File: src/rtl/color_cfg_pkg.sv
// Shared definitions for the color modifier configuration scheduler:
// field addresses and the commit FSM state type.
package color_cfg_pkg;

  localparam logic [1:0] FIELD_GAIN       = 2'd0;
  localparam logic [1:0] FIELD_HUE        = 2'd1;
  localparam logic [1:0] FIELD_BRIGHTNESS = 2'd2;
  localparam logic [1:0] FIELD_SATURATION = 2'd3;

  typedef enum logic [1:0] {
    IDLE  = 2'd0,
    ARMED = 2'd1,
    APPLY = 2'd2
  } cfg_state_e;

endpackage

File: src/rtl/color_cfg_rr_arb.sv
// Two-requester round-robin arbiter (host vs calibration).
// The priority pointer moves only when both requesters contend.
module color_cfg_rr_arb (
  input  logic clk,
  input  logic rst_n,
  input  logic en,
  input  logic req_host,
  input  logic req_cal,
  output logic gnt_host,
  output logic gnt_cal
);

  logic cal_prio_q, cal_prio_d;

  always_comb begin
    gnt_host   = 1'b0;
    gnt_cal    = 1'b0;
    cal_prio_d = cal_prio_q;
    if (en) begin
      if (req_host && req_cal) begin
        gnt_cal    = cal_prio_q;
        gnt_host   = !cal_prio_q;
        cal_prio_d = !cal_prio_q;
      end else begin
        gnt_host = req_host;
        gnt_cal  = req_cal;
      end
    end
  end

  always_ff @(posedge clk or negedge rst_n) begin
    if (!rst_n) cal_prio_q <= 1'b0;
    else        cal_prio_q <= cal_prio_d;
  end

endmodule

File: src/rtl/color_config_scheduler.sv
// Stages gain/hue/brightness/saturation writes from host and calibration
// requesters in shadow registers and applies them atomically at a frame start.
module color_config_scheduler
  import color_cfg_pkg::*;
#(
  parameter int unsigned gainWidth       = 4,
  parameter int unsigned hueWidth        = 6,
  parameter int unsigned brightnessWidth = 6,
  parameter int unsigned saturationWidth = 6,
  parameter int unsigned gainReset       = 4
) (
  input  logic                       clk,
  input  logic                       reset,
  input  logic                       hostValid,
  input  logic [1:0]                 hostAddr,
  input  logic [7:0]                 hostData,
  output logic                       hostReady,
  input  logic                       calValid,
  input  logic [1:0]                 calAddr,
  input  logic [7:0]                 calData,
  output logic                       calReady,
  input  logic                       commitReq,
  input  logic                       frameStart,
  output logic [gainWidth-1:0]       gain,
  output logic [hueWidth-1:0]        hue,
  output logic [brightnessWidth-1:0] brightness,
  output logic [saturationWidth-1:0] saturation,
  output logic                       pending,
  output logic                       commitDone
);

  cfg_state_e state_q, state_d;
  logic       rearm_q, rearm_d;
  logic       commit_done_q, commit_done_d;

  logic [gainWidth-1:0]       sh_gain_q, sh_gain_d, act_gain_q, act_gain_d;
  logic [hueWidth-1:0]        sh_hue_q,  sh_hue_d,  act_hue_q,  act_hue_d;
  logic [brightnessWidth-1:0] sh_bri_q,  sh_bri_d,  act_bri_q,  act_bri_d;
  logic [saturationWidth-1:0] sh_sat_q,  sh_sat_d,  act_sat_q,  act_sat_d;

  logic       host_gnt, cal_gnt, arb_en;
  logic [1:0] wr_addr;
  logic [7:0] wr_data;

  // Readies must also stay low while reset is held, not only in APPLY.
  assign arb_en = reset && (state_q != APPLY);

  color_cfg_rr_arb u_arb (
    .clk      (clk),
    .rst_n    (reset),
    .en       (arb_en),
    .req_host (hostValid),
    .req_cal  (calValid),
    .gnt_host (host_gnt),
    .gnt_cal  (cal_gnt)
  );

  assign hostReady  = host_gnt;
  assign calReady   = cal_gnt;
  assign gain       = act_gain_q;
  assign hue        = act_hue_q;
  assign brightness = act_bri_q;
  assign saturation = act_sat_q;
  assign pending    = (state_q != IDLE);
  assign commitDone = commit_done_q;

  assign wr_addr = cal_gnt ? calAddr : hostAddr;
  assign wr_data = cal_gnt ? calData : hostData;

  always_comb begin
    sh_gain_d     = sh_gain_q;
    sh_hue_d      = sh_hue_q;
    sh_bri_d      = sh_bri_q;
    sh_sat_d      = sh_sat_q;
    act_gain_d    = act_gain_q;
    act_hue_d     = act_hue_q;
    act_bri_d     = act_bri_q;
    act_sat_d     = act_sat_q;
    state_d       = state_q;
    rearm_d       = rearm_q;
    commit_done_d = 1'b0;

    if (host_gnt || cal_gnt) begin
      case (wr_addr)
        FIELD_GAIN:       sh_gain_d = wr_data[gainWidth-1:0];
        FIELD_HUE:        sh_hue_d  = wr_data[hueWidth-1:0];
        FIELD_BRIGHTNESS: sh_bri_d  = wr_data[brightnessWidth-1:0];
        FIELD_SATURATION: sh_sat_d  = wr_data[saturationWidth-1:0];
        default: ;
      endcase
    end

    case (state_q)
      IDLE:  if (commitReq) state_d = ARMED;
      ARMED: if (frameStart) state_d = APPLY;
      APPLY: begin
        act_gain_d    = sh_gain_q;
        act_hue_d     = sh_hue_q;
        act_bri_d     = sh_bri_q;
        act_sat_d     = sh_sat_q;
        commit_done_d = 1'b1;
        state_d       = (rearm_q || commitReq) ? ARMED : IDLE;
        rearm_d       = 1'b0;
      end
      default: state_d = IDLE;
    endcase
  end

  always_ff @(posedge clk or negedge reset) begin
    if (!reset) begin
      state_q       <= IDLE;
      rearm_q       <= 1'b0;
      commit_done_q <= 1'b0;
      sh_gain_q     <= gainWidth'(gainReset);
      sh_hue_q      <= '0;
      sh_bri_q      <= '0;
      sh_sat_q      <= '0;
      act_gain_q    <= gainWidth'(gainReset);
      act_hue_q     <= '0;
      act_bri_q     <= '0;
      act_sat_q     <= '0;
    end else begin
      state_q       <= state_d;
      rearm_q       <= rearm_d;
      commit_done_q <= commit_done_d;
      sh_gain_q     <= sh_gain_d;
      sh_hue_q      <= sh_hue_d;
      sh_bri_q      <= sh_bri_d;
      sh_sat_q      <= sh_sat_d;
      act_gain_q    <= act_gain_d;
      act_hue_q     <= act_hue_d;
      act_bri_q     <= act_bri_d;
      act_sat_q     <= act_sat_d;
    end
  end

endmodule

File: config.mk
export PLATFORM = sky130hd
export DESIGN_NAME = color_config_scheduler
export DESIGN_NICKNAME = d
export VERILOG_FILES = /design/src/rtl/color_cfg_pkg.sv /design/src/rtl/color_cfg_rr_arb.sv /design/src/rtl/color_config_scheduler.sv
export SDC_FILE = /design/constraint.sdc
export NUM_CORES = 1
export LEC_CHECK = 0
export ABC_CLOCK_PERIOD_IN_PS = 1900
export BUFFER_PORTS_ARGS = -buffer_cell sky130_fd_sc_hd__buf_2
export CAP_MARGIN = 20
export CORE_MARGIN = 4
export CORE_UTILIZATION = 52
export CTS_CLUSTER_DIAMETER = 40
export DETAILED_ROUTE_END_ITERATION = 12
export GPL_TIMING_DRIVEN = 0
export MAX_ROUTING_LAYER = met4
export PLACE_DENSITY_LB_ADDON = 0.1
export SETUP_SLACK_MARGIN = 0.1
export SLEW_MARGIN = 25
export SYNTH_ARGS = -nofsm -noshare
export SYNTH_HDL_FRONTEND = slang
export SYNTH_SLANG_ARGS = --single-unit
File: constraint.sdc
create_clock -name clk -period 1.9 [get_ports clk]
set_input_delay 0.38 -clock clk [delete_from_list [all_inputs] [get_ports clk]]
set_output_delay 0.38 -clock clk [all_outputs]
set_load 0.05 [all_outputs]
==> out/qor.txt <==
Synth warn -> 0
Crit path depth -> 6
Slowest stage delay, CP -> 0.35 ns
Register-to-Register Path Depth -> 5
Fin. max-slew vios -> 0
Post-DR wirelength/cell -> 15.8 um
Crit path launch type -> flop
Clock skew -> 0.00411 ns
FFs w/ async S/R, synth -> 100%
Post-Syn Nets -> 159
Crit-path cells -> nand2b_1, buf_6, buf_8, nand3_2, a21oi_2, buf_6
First-pass GRT wire length -> 6530 um
H-tree levels -> 2
Logic gate share of total power -> 45.1%
RSZ-0062 raised after global routing -> yes
DR iter-0 viols -> 57
Reg-to-reg endpoint -> sh_bri_q[0]$_DFFE_PN0P_
Cell family with most CP delay -> buffers and inverters
Peak Freq -> 567 MHz
Crit path DAT -> 1.38 ns
Setup-failing EPs final -> 0
Wl on met1 -> 1700 um
Top Ports -> 52
Num Clock Sinks -> 48
Worst path slowest cell -> dfrtp_1
Leakage -> 1.22 nW
Worst skew pair latency -> 0.29 ns
Initial Util -> 54.8%
Mapped Area -> 2050 um^2
DR vias -> 1299
Crit-path max FO -> 5
Mapped Avg Cell Area -> 15.4 um^2
Clock root cell -> clkbuf_8
GRT Total Usage -> 17.3%
Max_slew headroom -> 68.5%
R2R Setup Slk -> 0.16 ns
Setup ws final -> 0.135 ns
Largest net degree at the start of global routing -> 53
Maximum buffer depth of the clock tree -> 2
Detail Placement HPWL -> 2750 um
Count of input and output buffers -> 47
CTS tree -> done
Place WS -> -0.172 ns
Final core utilization -> 69.3%
Main synth FF type -> dfrtp_1
Final Hold Fails -> 0
Distinct cells, synth -> 22
Layout cell share with drive strength beyond 1 -> 67.0%
Die area -> 5010 um^2
Total CTS buffers -> 5
Synthesized netlist cell count -> 133
Maximum vdd drop -> 0.994 mV
First-pass detailed-route iteration total -> 4
Clock share of power -> 14.4%
Rows -> 22
Worst slew pin tran -> 0.472 ns
Buf/Inv on CP -> 3
Core area -> 3740 um^2
Endpoint type of the worst setup path -> primary output
N_diodes -> 0
Post-layout minimum cycle time -> 1.76 ns
DR WL met3 -> 192 um
Routed wire length -> 3910 um
DRC -> 0
Cell mode on critical path -> buf_6
Final nets -> 225
Sw power -> 0.00177 W
Antenna viol nets, final -> 0
Critical path class -> reg -> out
MaxCap Viol Count -> 0
Die W -> 70.8 um
Initial antenna violation count -> 0
DR vias/cell -> 5.24
Worst r2r src -> u_arb.cal_prio_q$_DFFE_PN0P_
PD cells -> 1630 nW/um^2
Clk slew on worst S/H paths -> 0.08 ns
Switch share -> 42.0%
Sequential fraction of the synthesis area -> 58.7%
DR top layer -> met4
EDFF count, synth -> 0
Status -> finished clean
Vias in the first global route -> 1334
RePlAce Congestion -> 0.753
WL met2 -> 1950 um
Worst hold path class -> in -> async
Yosys reg bits -> 48
CP Data Required Time -> 1.52 ns
Reg power frac -> 40.4%
Final period utilization -> 92.9%
Internal power -> 0.00245 W
P&R area growth vs syn -> 26.5%
Grt total ovfl -> 0
Die H -> 70.8 um
worst register-to-register path: stages, from the launching register on:
cell and delay [ns]:
dfrtp_1 0.39, nand2b_1 0.16, buf_6 0.14, a211o_1 0.32, a21oi_4 0.25, mux2_2 0.37
layout make-up:
type / count / area, um^2
Sequential cell: 48 / 1200
Fill cell: 310 / 1150
Tap cell: 48 / 60.1
Buffer: 5 / 47.5
Timing Repair Buffer: 59 / 357
Inverter: 4 / 15.0
Clock inverter: 2 / 10.0
Clock buffer: 6 / 82.6
Multi-Input combinational cell: 76 / 820
power groups by stage:
stage                     Sequential (W)  Clock [W]  Combinational (W)
after detailed placement         0.00174          0            0.00183
after global placement           0.00171          0            0.00179
final                            0.00171   0.000609            0.00191
after floorplan                  0.00253          0           0.000587
after CTS                        0.00171   0.000624            0.00189
after global routing             0.00177   0.000675            0.00200
placed cells by master, fill, tap and decap left out, types with 3 or more instances in the layout:
cell type	instances
a211o_1	4
nor2_1	3
buf_2	46
buf_6	5
dfrtp_1	46
buf_4	11
a21oi_4	3
inv_1	3
mux2_2	47
clkbuf_8	6
mux2_4	4
metal layers:
metal	GRT usage, %	vias to the layer above
met4	8.56	0
li1	-	605
met1	20.7	650
met3	4.26	9
met5	-	-
met2	27.3	35
flip-flops by register name, summed over array words and instances, names as in the netlist:
register and flops:
commitDone 1, sh_sat_q 6, saturation 6, state_q 2, brightness 6, sh_hue_q 6
sh_gain_q 4, hue 6, gain 4, u_arb.cal_prio_q 1, sh_bri_q 6
stage by stage:
| stage | instances | setup TNS [ns] | hold slack, ns | cell area [um^2] | total power (W) |
|---|---|---|---|---|---|
| after floorplan | 133 | 0 | 0.0844 | 2060 | 0.00312 |
| after global placement | 228 | -11.85 | 0.452 | 2350 | 0.00350 |
| after detailed placement | 228 | -3.28 | 0.452 | 2350 | 0.00357 |
| after global routing | 248 | 0 | 0.0538 | 2590 | 0.00444 |
| after CTS | 242 | 0 | 0.0291 | 2520 | 0.00422 |
| final | 248 | 0 | 0.0117 | 2590 | 0.00422 |
Yosys cell counts (2+ instances only):
cell | n | area (um^2)
a211o_1 | 4 | 35.0
inv_1 | 4 | 15.0
dfrtp_1 | 46 | 1150
mux2_2 | 50 | 563
buf_2 | 3 | 15.0
nand4b_1 | 2 | 17.5
nand4_1 | 2 | 12.5
nand3_1 | 2 | 10.0
nand2b_1 | 2 | 12.5
a21oi_4 | 3 | 48.8
nor2_1 | 3 | 11.3
dfstp_2 | 2 | 52.6
worst max path at each step:
stage,start,endpoint,slack (ns)
finish,state_q[0]$_DFFE_PN0P_,hostReady,0.14
global route,state_q[1]$_DFFE_PN0P_,hostReady,0.04
CTS,state_q[1]$_DFFE_PN0P_,hostReady,0.09
detailed placement,reset,sh_gain_q[1]$_DFFE_PN0P_,-0.17
global placement,reset,sh_sat_q[1]$_DFFE_PN0P_,-0.52
floorplan,state_q[0]$_DFFE_PN0P_,hostReady,0.13
logic make-up after synthesis:
kind of cell | synth area share [%]
buffers and inverters | 2.38
AND/OR/NAND/NOR | 4.63
flip-flops | 58.7
multiplexers | 28.2
AO/OA/AOI/OAI | 5.73
XOR/XNOR | 0.427
timing repair:
action	4_1_cts	5_1_grt
hold buffers	0	0
resized for setup	9	5
pin swaps	0	4
setup buffers	6	6
endpoints found under the setup margin	17	18
cloned	0	0
(Power assumes the default switching activity.)
